### src/rtl/pipe_control.sv
// ---------------------------------------------------------------------------
// pipe_control - control unit for the 5-stage (F/D/E/M/W) MIPS pipeline.
//
// Decodes the D-stage instruction, carries the control bundle through the
// E, M and W control registers, raises the Tuse/Tnew stall, and drives the
// operand forwarding selects for the D, E and M stages.
//
// Ports
//   clk        in   core clock, rising edge
//   reset_n    in   asynchronous active-low reset
//   instr_d    in   [31:0] instruction in the IF/ID register
//   stall      out  freeze PC and IF/ID, bubble into E
//   branch_d   out  [1:0] 00 none, 01 beq, 10 j/jal, 11 jr
//   extop_d    out  [1:0] 00 sign, 01 zero, 10 lui
//   aluctrl_e  out  [2:0] 000 add, 001 sub, 010 or
//   alusrc_e   out  ALU operand B is the immediate
//   memwrite_m out  data-memory write enable
//   regwrite_w out  register-file write enable
//   wsel_w     out  [1:0] 00 ALU, 01 memory, 10 PC+8, 11 extended immediate
//   a3_e/m/w   out  [REG_AW-1:0] destination register per stage (0 = none)
//   fwd_rs_d   out  [1:0] 00 RF, 01 E(PC+8), 10 M, 11 W
//   fwd_rt_d   out  [1:0] same encoding as fwd_rs_d
//   fwd_rs_e   out  [1:0] 00 ID/EX, 10 M, 11 W
//   fwd_rt_e   out  [1:0] same encoding as fwd_rs_e
//   fwd_rt_m   out  sw store data from the W result
// ---------------------------------------------------------------------------
module pipe_control #(
    parameter int REG_AW    = 5,
    parameter int LINK_REG  = 31,
    parameter bit HAZARD_EN = 1'b1
) (
    input  logic              clk,
    input  logic              reset_n,
    input  logic [31:0]       instr_d,
    output logic              stall,
    output logic [1:0]        branch_d,
    output logic [1:0]        extop_d,
    output logic [2:0]        aluctrl_e,
    output logic              alusrc_e,
    output logic              memwrite_m,
    output logic              regwrite_w,
    output logic [1:0]        wsel_w,
    output logic [REG_AW-1:0] a3_e,
    output logic [REG_AW-1:0] a3_m,
    output logic [REG_AW-1:0] a3_w,
    output logic [1:0]        fwd_rs_d,
    output logic [1:0]        fwd_rt_d,
    output logic [1:0]        fwd_rs_e,
    output logic [1:0]        fwd_rt_e,
    output logic              fwd_rt_m
);

    localparam logic [5:0] OP_RTYPE = 6'h00;
    localparam logic [5:0] OP_J     = 6'h02;
    localparam logic [5:0] OP_JAL   = 6'h03;
    localparam logic [5:0] OP_BEQ   = 6'h04;
    localparam logic [5:0] OP_ORI   = 6'h0d;
    localparam logic [5:0] OP_LUI   = 6'h0f;
    localparam logic [5:0] OP_LW    = 6'h23;
    localparam logic [5:0] OP_SW    = 6'h2b;
    localparam logic [5:0] FN_JR    = 6'h08;
    localparam logic [5:0] FN_ADDU  = 6'h21;
    localparam logic [5:0] FN_SUBU  = 6'h23;

    typedef struct packed {
        logic [2:0]        aluctrl;
        logic              alusrc;
        logic              memwrite;
        logic              regwrite;
        logic [1:0]        wsel;
        logic [REG_AW-1:0] a3;
        logic [REG_AW-1:0] rs;    // 0 when the instruction does not read rs
        logic [REG_AW-1:0] rt;    // 0 when the instruction does not read rt
        logic [1:0]        tnew;
    } ctrl_t;

    logic [5:0]        w_op;
    logic [5:0]        w_funct;
    logic [REG_AW-1:0] w_rs_f;
    logic [REG_AW-1:0] w_rt_f;
    logic [REG_AW-1:0] w_rd_f;
    logic              w_use_rs;
    logic              w_use_rt;
    logic [1:0]        w_tuse_rs;
    logic [1:0]        w_tuse_rt;
    logic [1:0]        w_branch;
    logic [1:0]        w_extop;
    ctrl_t             w_ctrl_d;
    logic              w_hz_rs;
    logic              w_hz_rt;
    logic              w_unused_instr;

    ctrl_t             r_e;
    logic              r_memwrite_m;
    logic              r_regwrite_m;
    logic [1:0]        r_wsel_m;
    logic [REG_AW-1:0] r_a3_m;
    logic [REG_AW-1:0] r_rt_m;
    logic [1:0]        r_tnew_m;
    logic              r_regwrite_w;
    logic [1:0]        r_wsel_w;
    logic [REG_AW-1:0] r_a3_w;

    assign w_op    = instr_d[31:26];
    assign w_funct = instr_d[5:0];
    assign w_rs_f  = instr_d[21 +: REG_AW];
    assign w_rt_f  = instr_d[16 +: REG_AW];
    assign w_rd_f  = instr_d[11 +: REG_AW];
    // Shamt/immediate bits are datapath-only; collected here so lint sees them consumed.
    assign w_unused_instr = &{1'b0, instr_d};

    // ---------------- D-stage decode ----------------
    always_comb begin
        // NOTE: every signal gets a default before the case so no latch is inferred.
        w_ctrl_d  = '0;
        w_branch  = 2'b00;
        w_extop   = 2'b00;
        w_use_rs  = 1'b0;
        w_use_rt  = 1'b0;
        w_tuse_rs = 2'd0;
        w_tuse_rt = 2'd0;
        unique case (w_op)
            OP_RTYPE: begin
                case (w_funct)
                    FN_ADDU, FN_SUBU: begin
                        w_ctrl_d.aluctrl  = (w_funct == FN_SUBU) ? 3'b001 : 3'b000;
                        w_ctrl_d.regwrite = 1'b1;
                        w_ctrl_d.a3       = w_rd_f;
                        w_ctrl_d.tnew     = 2'd1;
                        w_use_rs  = 1'b1;
                        w_use_rt  = 1'b1;
                        w_tuse_rs = 2'd1;
                        w_tuse_rt = 2'd1;
                    end
                    FN_JR: begin
                        w_branch = 2'b11;
                        w_use_rs = 1'b1;
                    end
                    default: ;
                endcase
            end
            OP_ORI: begin
                w_ctrl_d.aluctrl  = 3'b010;
                w_ctrl_d.alusrc   = 1'b1;
                w_ctrl_d.regwrite = 1'b1;
                w_ctrl_d.a3       = w_rt_f;
                w_ctrl_d.tnew     = 2'd1;
                w_extop   = 2'b01;
                w_use_rs  = 1'b1;
                w_tuse_rs = 2'd1;
            end
            OP_LW: begin
                w_ctrl_d.alusrc   = 1'b1;
                w_ctrl_d.regwrite = 1'b1;
                w_ctrl_d.wsel     = 2'b01;
                w_ctrl_d.a3       = w_rt_f;
                w_ctrl_d.tnew     = 2'd2;
                w_use_rs  = 1'b1;
                w_tuse_rs = 2'd1;
            end
            OP_SW: begin
                w_ctrl_d.alusrc   = 1'b1;
                w_ctrl_d.memwrite = 1'b1;
                w_use_rs  = 1'b1;
                w_use_rt  = 1'b1;
                w_tuse_rs = 2'd1;
                w_tuse_rt = 2'd2;
            end
            OP_BEQ: begin
                w_branch = 2'b01;
                w_use_rs = 1'b1;
                w_use_rt = 1'b1;
            end
            OP_LUI: begin
                w_ctrl_d.alusrc   = 1'b1;
                w_ctrl_d.regwrite = 1'b1;
                w_ctrl_d.wsel     = 2'b11;
                w_ctrl_d.a3       = w_rt_f;
                w_ctrl_d.tnew     = 2'd1;
                w_extop = 2'b10;
            end
            OP_JAL: begin
                w_branch          = 2'b10;
                w_ctrl_d.regwrite = 1'b1;
                w_ctrl_d.wsel     = 2'b10;
                w_ctrl_d.a3       = REG_AW'(LINK_REG);
            end
            OP_J:    w_branch = 2'b10;
            default: ;
        endcase
        // Unused source fields are zeroed so they can never stall or forward.
        w_ctrl_d.rs = w_use_rs ? w_rs_f : '0;
        w_ctrl_d.rt = w_use_rt ? w_rt_f : '0;
    end

    // ---------------- Hazard detection ----------------
    function automatic logic src_hazard(
        input logic [REG_AW-1:0] src,
        input logic [1:0]        tuse,
        input ctrl_t             e,
        input logic [REG_AW-1:0] a3_mq,
        input logic [1:0]        tnew_mq
    );
        return (src != '0) &&
               (((src == e.a3) && (tuse < e.tnew)) ||
                ((src == a3_mq) && (tuse < tnew_mq)));
    endfunction

    assign w_hz_rs = src_hazard(w_ctrl_d.rs, w_tuse_rs, r_e, r_a3_m, r_tnew_m);
    assign w_hz_rt = src_hazard(w_ctrl_d.rt, w_tuse_rt, r_e, r_a3_m, r_tnew_m);
    assign stall   = HAZARD_EN && (w_hz_rs || w_hz_rt);

    // ---------------- Forwarding selects ----------------
    // Only jal produces its result (PC+8) while still in E.
    function automatic logic [1:0] fwd_sel_d(
        input logic [REG_AW-1:0] src,
        input ctrl_t             e,
        input logic [REG_AW-1:0] a3_mq,
        input logic [1:0]        tnew_mq,
        input logic [REG_AW-1:0] a3_wq
    );
        if (src == '0)                                                  return 2'b00;
        else if ((src == e.a3) && (e.tnew == 2'd0) && (e.wsel == 2'b10)) return 2'b01;
        else if ((src == a3_mq) && (tnew_mq == 2'd0))                   return 2'b10;
        else if (src == a3_wq)                                          return 2'b11;
        else                                                            return 2'b00;
    endfunction

    function automatic logic [1:0] fwd_sel_e(
        input logic [REG_AW-1:0] src,
        input logic [REG_AW-1:0] a3_mq,
        input logic [1:0]        tnew_mq,
        input logic [REG_AW-1:0] a3_wq
    );
        if (src == '0)                                return 2'b00;
        else if ((src == a3_mq) && (tnew_mq == 2'd0)) return 2'b10;
        else if (src == a3_wq)                        return 2'b11;
        else                                          return 2'b00;
    endfunction

    assign fwd_rs_d = fwd_sel_d(w_ctrl_d.rs, r_e, r_a3_m, r_tnew_m, r_a3_w);
    assign fwd_rt_d = fwd_sel_d(w_ctrl_d.rt, r_e, r_a3_m, r_tnew_m, r_a3_w);
    assign fwd_rs_e = fwd_sel_e(r_e.rs, r_a3_m, r_tnew_m, r_a3_w);
    assign fwd_rt_e = fwd_sel_e(r_e.rt, r_a3_m, r_tnew_m, r_a3_w);
    assign fwd_rt_m = (r_rt_m != '0) && (r_rt_m == r_a3_w);

    // ---------------- Control pipeline registers ----------------
    always_ff @(posedge clk or negedge reset_n) begin
        if (!reset_n) begin
            r_e          <= '0;
            r_memwrite_m <= 1'b0;
            r_regwrite_m <= 1'b0;
            r_wsel_m     <= 2'b00;
            r_a3_m       <= '0;
            r_rt_m       <= '0;
            r_tnew_m     <= 2'd0;
            r_regwrite_w <= 1'b0;
            r_wsel_w     <= 2'b00;
            r_a3_w       <= '0;
        end else begin
            // NOTE: non-blocking so every stage samples the previous cycle's values.
            r_e          <= stall ? '0 : w_ctrl_d;
            r_memwrite_m <= r_e.memwrite;
            r_regwrite_m <= r_e.regwrite;
            r_wsel_m     <= r_e.wsel;
            r_a3_m       <= r_e.a3;
            r_rt_m       <= r_e.rt;
            r_tnew_m     <= (r_e.tnew == 2'd0) ? 2'd0 : r_e.tnew - 2'd1;
            r_regwrite_w <= r_regwrite_m;
            r_wsel_w     <= r_wsel_m;
            r_a3_w       <= r_a3_m;
        end
    end

    assign branch_d   = w_branch;
    assign extop_d    = w_extop;
    assign aluctrl_e  = r_e.aluctrl;
    assign alusrc_e   = r_e.alusrc;
    assign a3_e       = r_e.a3;
    assign memwrite_m = r_memwrite_m;
    assign a3_m       = r_a3_m;
    assign regwrite_w = r_regwrite_w;
    assign wsel_w     = r_wsel_w;
    assign a3_w       = r_a3_w;

endmodule

### config.mk
export PLATFORM = sky130hd
export DESIGN_NAME = pipe_control
export DESIGN_NICKNAME = d
export VERILOG_FILES = /design/src/rtl/pipe_control.sv
export SDC_FILE = /design/constraint.sdc
export NUM_CORES = 1
export LEC_CHECK = 0
export CAP_MARGIN = 10
export CORE_ASPECT_RATIO = 2
export CORE_MARGIN = 3
export CORE_UTILIZATION = 30
export CTS_CLUSTER_DIAMETER = 150
export DETAILED_ROUTE_END_ITERATION = 6
export PLACE_DENSITY = 0.55
export SLEW_MARGIN = 0
export SYNTH_ARGS = -nofsm -noshare
export SYNTH_HDL_FRONTEND = slang
export SYNTH_SLANG_ARGS = --single-unit
### constraint.sdc
create_clock -name clk -period 2.84 [get_ports clk]
set_input_delay 0.284 -clock clk [delete_from_list [all_inputs] [get_ports clk]]
set_output_delay 0.284 -clock clk [all_outputs]
set_load 0.02 [all_outputs]
==> run_results.csv, run 1 <==
group,metric,value,unit
outcome,run_status,"complete, no violations",
sta,clock.fmax,365,MHz
logic_synthesis,syn_area,3050,sq um
floorplanning,fp.coreArea,9830,sq um
critical_path,crit_required,2.56,ns
critical_path,end_kind,"primary output",
logic_synthesis,synth.distinct_cells,59,
sta,layout_min_cycle_time,2.74,ns
logic_synthesis,synth_ff_type,"dfrtp_1",
drt,wl,10.9,mm
pwr,powerDensity,376,nW/um^2
logic_synthesis,synthAdderAreaFrac,0.821,%
sta,drv_slew,0,
logic_synthesis,synth_area_per_cell,9.02,sq um
drt,drtIter0Drc,131,
logic_synthesis,synth_seq_cells,48,
drt,drt-pass1-iter-count,4,
cts,clk_pin_slew,0.06,ns
sta,clock_skew,0.00604,ns
global_routing,antenna_found_initial,0,
floorplanning,row_count,51,
logic_synthesis,synth_simple_gate_area_share,25.7,%
drt,top_layer,"met4",
finish,layout-drive-gt1-share,30.4,%
sta,rsz0062_at_grt,"false",
critical_path,cp_slowest_stage_delay,0.57,ns
drt,ant_nets,0,
placed_design,dp_hpwl,8.81,mm
finish,syn2layout_area_growth,52.9,%
logic_synthesis,synth_edf_count,0,
sta,worst_pin_slew,0.803,ns
logic_synthesis,synthXorXnorAreaFrac,10.6,%
cts,cts.hold.buffers_added,0,
drt,wl_met1,3.48,mm
critical_path,reg2reg_depth,9,
drt,wl_per_cell,18.2,microns
floorplanning,fp.dieW,77.3,microns
logic_synthesis,syn_nets,374,
logic_synthesis,yosys_warnings,0,
logic_synthesis,synthArstFlopShare,100,%
global_routing,grt_pass1_vias,3264,
logic_synthesis,synth_mux_area_share,0.369,%
placed_design,gp_congestion,0.913,
critical_path,critPathMostFrequentCell,"or4_4",
logic_synthesis,synth_top_family_by_area,"simple AND/OR/NAND/NOR gates",
critical_path,critPathLaunchType,"input port",
finish,layout.nets,502,
finish,fin_util,47.4,%
floorplanning,io_pins,71,
logic_synthesis,synth_cells,338,
sta,final_hold_viol_count,0,
critical_path,path_max_fanout,6,
cts,clk_latency,0.29,ns
global_routing,grtUsageTotal,19.3,%
floorplanning,die_y,149,microns
cts,numCtsBuffers,5,
sta,layout_worst_path_cycle_share,96.4,%
floorplanning,initial_core_util,31.0,%
floorplanning,dieArea,11500,sq um
critical_path,slowest_stage,"or4_4",
sta,maxSlewHeadroom,46.5,%
sta,setup_tns,0,ns
logic_synthesis,ys_seq_area_share,39.4,%
logic_synthesis,synth-compound-area-share,16.2,%
cts,cts_sinks,48,
cts,clockBufferDepth,2,
pwr,ir_drop,0.231,mV
drt,drc_errors,0,
cts,htree_num_levels,2,
global_routing,gr-total-overflow,0,
critical_path,criticalPathCategory,"input port to primary output",
job,drv_cap,0,
cts,clockRootBuffer,"clkbuf_16",
pwr,power.static_leakage,2.17,nW
finish,fillCellCount,1002,
sta,finalSetupViolCount,0,
min_path,hold_class,"input port to async pin",
drt,route.met2.wl,6.52,mm
critical_path,critPathArrivalTime,2.45,ns
global_routing,grt_max_degree,37,
drt,met3_length,310,microns
placed_design,port_buffers,64,
critical_path,crit_chain,"clkdlybuf4s15_1 > or4_4 > or4_4 > o211a_1 > o22ai_2 > nor3_2 > a21o_1 > a21oi_2 > buf_4",
finish,antenna_cells,0,
drt,avgViaCountPerCell,5.18,
pwr,finalPower,0.00175,W
cts,cts_tree,"yes",
global_routing,grt_pass1_wl,16.9,mm
drt,via_count,3102,
per-layer routing:
layer / vias up / track usage, %
met5: - / 0
met4: 0 / 10.7
met3: 37 / 2.18
met2: 78 / 40.4
met1: 1510 / 16.8
li1: 1477 / -
timing repair:
item,4_1_cts,5_1_grt
gates resized for setup,58,29
endpoints found under the setup margin,28,6
pin swaps,12,16
buffers inserted,9,2
cells in the mapped netlist (7+ instances only):
master,number,share of area [%]
nor3_1,16,2.6
nor4_1,13,2.7
xor2_1,18,5.2
nor2_1,35,4.3
dfrtp_1,48,39
a221oi_1,7,2.0
nand3_1,14,2.3
o21ai_0,11,1.8
xnor2_1,19,5.5
nand2_1,15,1.8
clkbuf_1,16,2.0
buf_4,8,2.0
inv_1,12,1.5
a21oi_1,8,1.3
critical path: cells and delay by family:
family | cells | cell delay (ns)
AOI/OAI and AO/OA | 4 | 0.68
buffers and inverters | 2 | 0.34
and+or+nand+nor | 3 | 1.15
through the flow:
step                      std cells  hold WS, ns  cell area [sq um]  worst slack (ns)
after global placement          580        0.336               4290            -0.863
after floorplan                 338      -0.0116               3050            0.0148
after detailed placement        580        0.335               4290            -0.890
after CTS                       597        0.110               4600           0.00520
after global routing            599        0.146               4660          0.000263
final                           599       0.0796               4660             0.101
logic make-up (layout without fill, tap and decap cells):
kind of cell / count (synthesis) / after routing
xor gates and xnor gates: 37 / 37
adders and majority gates: 2 / 2
muxes: 1 / 1
buffers and inverters: 43 / 172
DFF: 48 / 48
other: 1 / 1
AOI/OAI and AO/OA: 68 / 68
and+or+nand+nor: 138 / 138
cells in the final DEF (no fill, tap or decap), types with 3 or more instances in the layout:
cell type	n
a21boi_0	3
a21o_1	3
a21oi_1	5
a21oi_2	3
a221oi_1	5
a22oi_1	5
buf_4	86
buf_6	6
clkbuf_16	5
clkbuf_2	4
clkdlybuf4s50_1	46
dfrtp_1	46
dlymetal6s2s_1	4
inv_1	12
nand2_1	14
nand3_1	13
nand3b_1	6
nand4_1	4
nor2_1	35
nor3_1	14
nor3b_1	4
nor4_1	13
o211a_1	3
o21ai_0	10
o221ai_1	3
o22ai_1	3
or4_1	3
or4_4	4
xnor2_1	19
xor2_1	18
report_power, final:
part	internal [W]	total (W)	switching, W
Sequential	0.000696	0.000713	0.0000171
Combinational	0.000172	0.000342	0.000170
Clock	0.000441	0.000695	0.000254
Total	0.00131	0.00175	0.000442
final cells by class:
cell class | count | area [sq um] | share of cell area [%]
Tap cell | 132 | 165 | 3.54
Timing Repair Buffer | 152 | 1310 | 28.0
Multi-Input combinational cell | 247 | 1760 | 37.8
Clock buffer | 6 | 139 | 2.98
Clock inverter | 2 | 38.8 | 0.832
Sequential cell | 48 | 1200 | 25.8
Inverter | 12 | 45.0 | 0.967
path summary, 6_finish.rpt:
| path | slack, ns | endpoint | start |
|---|---|---|---|
| worst max register to register | 0.49 | a3_e[1] | r_tnew_m[1] |
| worst max-delay path | 0.10 | fwd_rt_d[0] | instr_d[30] |
| max in group asynchronous | 2.12 | a3_w[0] | reset_n |
| worst min register to register | 0.35 | memwrite_m | r_e[20] |
| min in group clk | 0.35 | memwrite_m | r_e[20] |
| worst min-delay path | 0.08 | wsel_w[0] | reset_n |
sequential cells by signal, summed over array words and instances (netlist names):
register / count
r_rt_m: 5
r_regwrite_m: 1
a3_e: 5
a3_w: 5
alusrc_e: 1
r_e: 16
a3_m: 5
wsel_w: 2
regwrite_w: 1
memwrite_m: 1
aluctrl_e: 2
r_wsel_m: 2
r_tnew_m: 2
(Power assumes the default switching activity.)
==> run 2: changes to the inputs <==
Settings changed: CORE_UTILIZATION 30 to 46, PLACE_DENSITY 0.55 to 0.76.
==> run 2 against run 1 <==
  * Cell count fell by 9.0%
  * Global-route usage rose by 7.9 points
  * Core utilization rose by 25 points
  * Total power fell by 5.4%
  * Sequential power barely moved
  * Count of clock-buffer cells in the layout did not move
  * Die area fell by 33%
  * Clock skew rose by 0.00064 ns
  * Cell area fell by 0.91%
  * Critical path depth rose by 1
  * Largest power group unchanged
  * Highest routed layer unchanged
==> run_results.csv, run 2 (synthesis results as in run 1) <==
group,metric,value,unit
pwr,p_int,0.00122,W
global_routing,grt_max_degree,49,
finish,layout.nets,495,
global_routing,grtUsageTotal,27.2,%
min_path,hold_class,"input port to async pin",
floorplanning,fp.dieW,63.6,microns
sta,drv_slew,0,
pwr,powerDensity,358,nW/um^2
pwr,pwr-share-seq,43.1,%
pwr,power.clock.fraction,36.0,%
sta,maxSlewHeadroom,28.2,%
drt,drt-pass1-iter-count,4,
finish,regMostFlops,"r_e",
floorplanning,dieArea,7700,sq um
global_routing,grt_pass1_vias,3319,
cts,clk_pin_slew,0.06,ns
critical_path,critical_path.startpoint,"instr_d[30]",
finish,antenna_cells,0,
critical_path,r2r_start,"r_tnew_m[1]",
critical_path,crit_required,2.56,ns
sta,worst_pin_slew,1.08,ns
sta,layout_min_cycle_time,2.82,ns
pwr,ir_drop,0.378,mV
job,drv_cap,0,
drt,wl,10.2,mm
finish,seq_area,1200,sq um
cts,clk_latency,0.29,ns
finish,layout_common_cells,"buf_4, clkdlybuf4s50_1, dfrtp_1",
finish,layout-drive-gt1-share,31.2,%
critical_path,critPathMostFrequentCell,"buf_4",
sta,clock.fmax,354,MHz
floorplanning,row_count,41,
critical_path,cp_slowest_stage_delay,0.44,ns
pwr,combinationalPowerShare,20.9,%
sta,holdWs,0.196,ns
cts,cts_tree,"yes",
cts,cts_sinks,48,
floorplanning,die_y,121,microns
outcome,run_status,"complete, no violations",
placed_design,dp_hpwl,7.86,mm
sta,setup_tns,0,ns
pwr,power.static_leakage,2.12,nW
floorplanning,initial_core_util,47.9,%
finish,final_common_cell,"buf_4",
sta,clock_skew,0.00668,ns
critical_path,criticalPathCategory,"input port to primary output",
global_routing,antenna_found_initial,0,
sta,rsz0062_at_grt,"true",
sta,finalSetupViolCount,0,
drt,drtIter0Drc,163,
cts,htree_num_levels,2,
critical_path,path_max_fanout,7,
cts,clockRootBuffer,"clkbuf_16",
drt,avgViaCountPerCell,5.75,
drt,ant_nets,0,
sta,final_hold_viol_count,0,
floorplanning,io_pins,71,
placed_design,gp_congestion,1.00,
pwr,netSwitchingFraction,26.4,%
critical_path,critPathArrivalTime,2.54,ns
drt,via_count,3135,
critical_path,critPathLaunchType,"input port",
pwr,netSwitchingPower,0.000437,W
drt,drc_errors,0,
cts,clockBufferDepth,2,
global_routing,grt_pass1_wl,16.1,mm
floorplanning,fp.coreArea,6360,sq um
critical_path,path_delay_family,"simple AND/OR/NAND/NOR gates",
finish,syn2layout_area_growth,51.5,%
pwr,finalPower,0.00166,W
global_routing,gr-total-overflow,0,
critical_path,crit_chain,"clkdlybuf4s15_2 > buf_6 > and3b_2 > buf_4 > a32o_1 > o22ai_2 > or3_1 > or4_4 > nand4_1 > buf_4",
critical_path,slowest_stage,"or4_4",
placed_design,port_buffers,64,
drt,wl_per_cell,18.7,microns
critical_path,critPathBufInv,4,
cts,numCtsBuffers,5,
sta,layout_worst_path_cycle_share,99.4,%
finish,largest_reg_flops,16,
finish,fillCellCount,521,
finish,multiInputGateArea,1840,sq um
critical_path,end_kind,"primary output",
-- run 2: area by class of cell --
class / count / area share (%)
Tap cell: 86 / 2.33
Multi-Input combinational cell: 247 / 39.9
Timing Repair Buffer: 145 / 27.5
Sequential cell: 48 / 26.1
Clock buffer: 6 / 3.01
Clock inverter: 1 / 0.190
Inverter: 12 / 0.976
-- run 2: metrics by stage --
step                      util, %  instance area (sq um)  std cells  worst slack (ns)
final                        72.6                   4620        545            0.0169
after global routing         72.6                   4620        545           -0.0246
after CTS                    70.2                   4460        544          0.000127
after detailed placement     65.3                   4150        524            -0.833
after global placement       65.3                   4150        524            -0.758
after floorplan                 -                   3050        338            0.0148
-- run 2: power groups by stage --
stage	sequential [W]	combinational [W]	clock, W
3_5_place_dp	0.000726	0.000313	0
5_1_grt	0.000715	0.000373	0.000628
2_1_floorplan	0.000723	0.000150	0
4_1_cts	0.000713	0.000328	0.000601
6_report	0.000714	0.000346	0.000595
3_3_place_gp	0.000725	0.000306	0
-- run 2: per-layer routing --
metal / global-route usage [%] / vias up / wire length, microns
li1: - / 1473 / -
met1: 26.1 / 1516 / 3320
met2: 53.8 / 116 / 6040
met3: 3.34 / 30 / 417
met4: 14.5 / 0 / 405
met5: 0 / - / 0
-- run 2: repair_timing --
| item | CTS | global route |
|---|---|---|
| setup endpoints to repair | 26 | 6 |
| cloned | 0 | 0 |
| gates resized for setup | 71 | 35 |
| hold buffers | 0 | 0 |
| pin swaps | 19 | 15 |
| buffers inserted | 13 | 2 |
-- run 2: worst register-to-register path, cell delays in order, from the launching register on --
cell and delay, ns:
dfrtp_1 0.41, inv_1 0.06, ha_1 0.29, a21boi_0 0.12, or3_1 0.32, or4_4 0.44
buf_4 0.17, nand4_4 0.07, buf_12 0.16, nor2_1 0.07
-- run 2: final timing paths --
check / endpoint / slack, ns / depth (start not counted)
min in group clk: memwrite_m / 0.35 / 0
min reg2reg: memwrite_m / 0.35 / 0
max: stall / 0.02 / 10
min: alusrc_e / 0.20 / 1
max reg2reg: a3_e[3] / 0.63 / 9
max in group asynchronous: a3_w[0] / 1.91 / 1
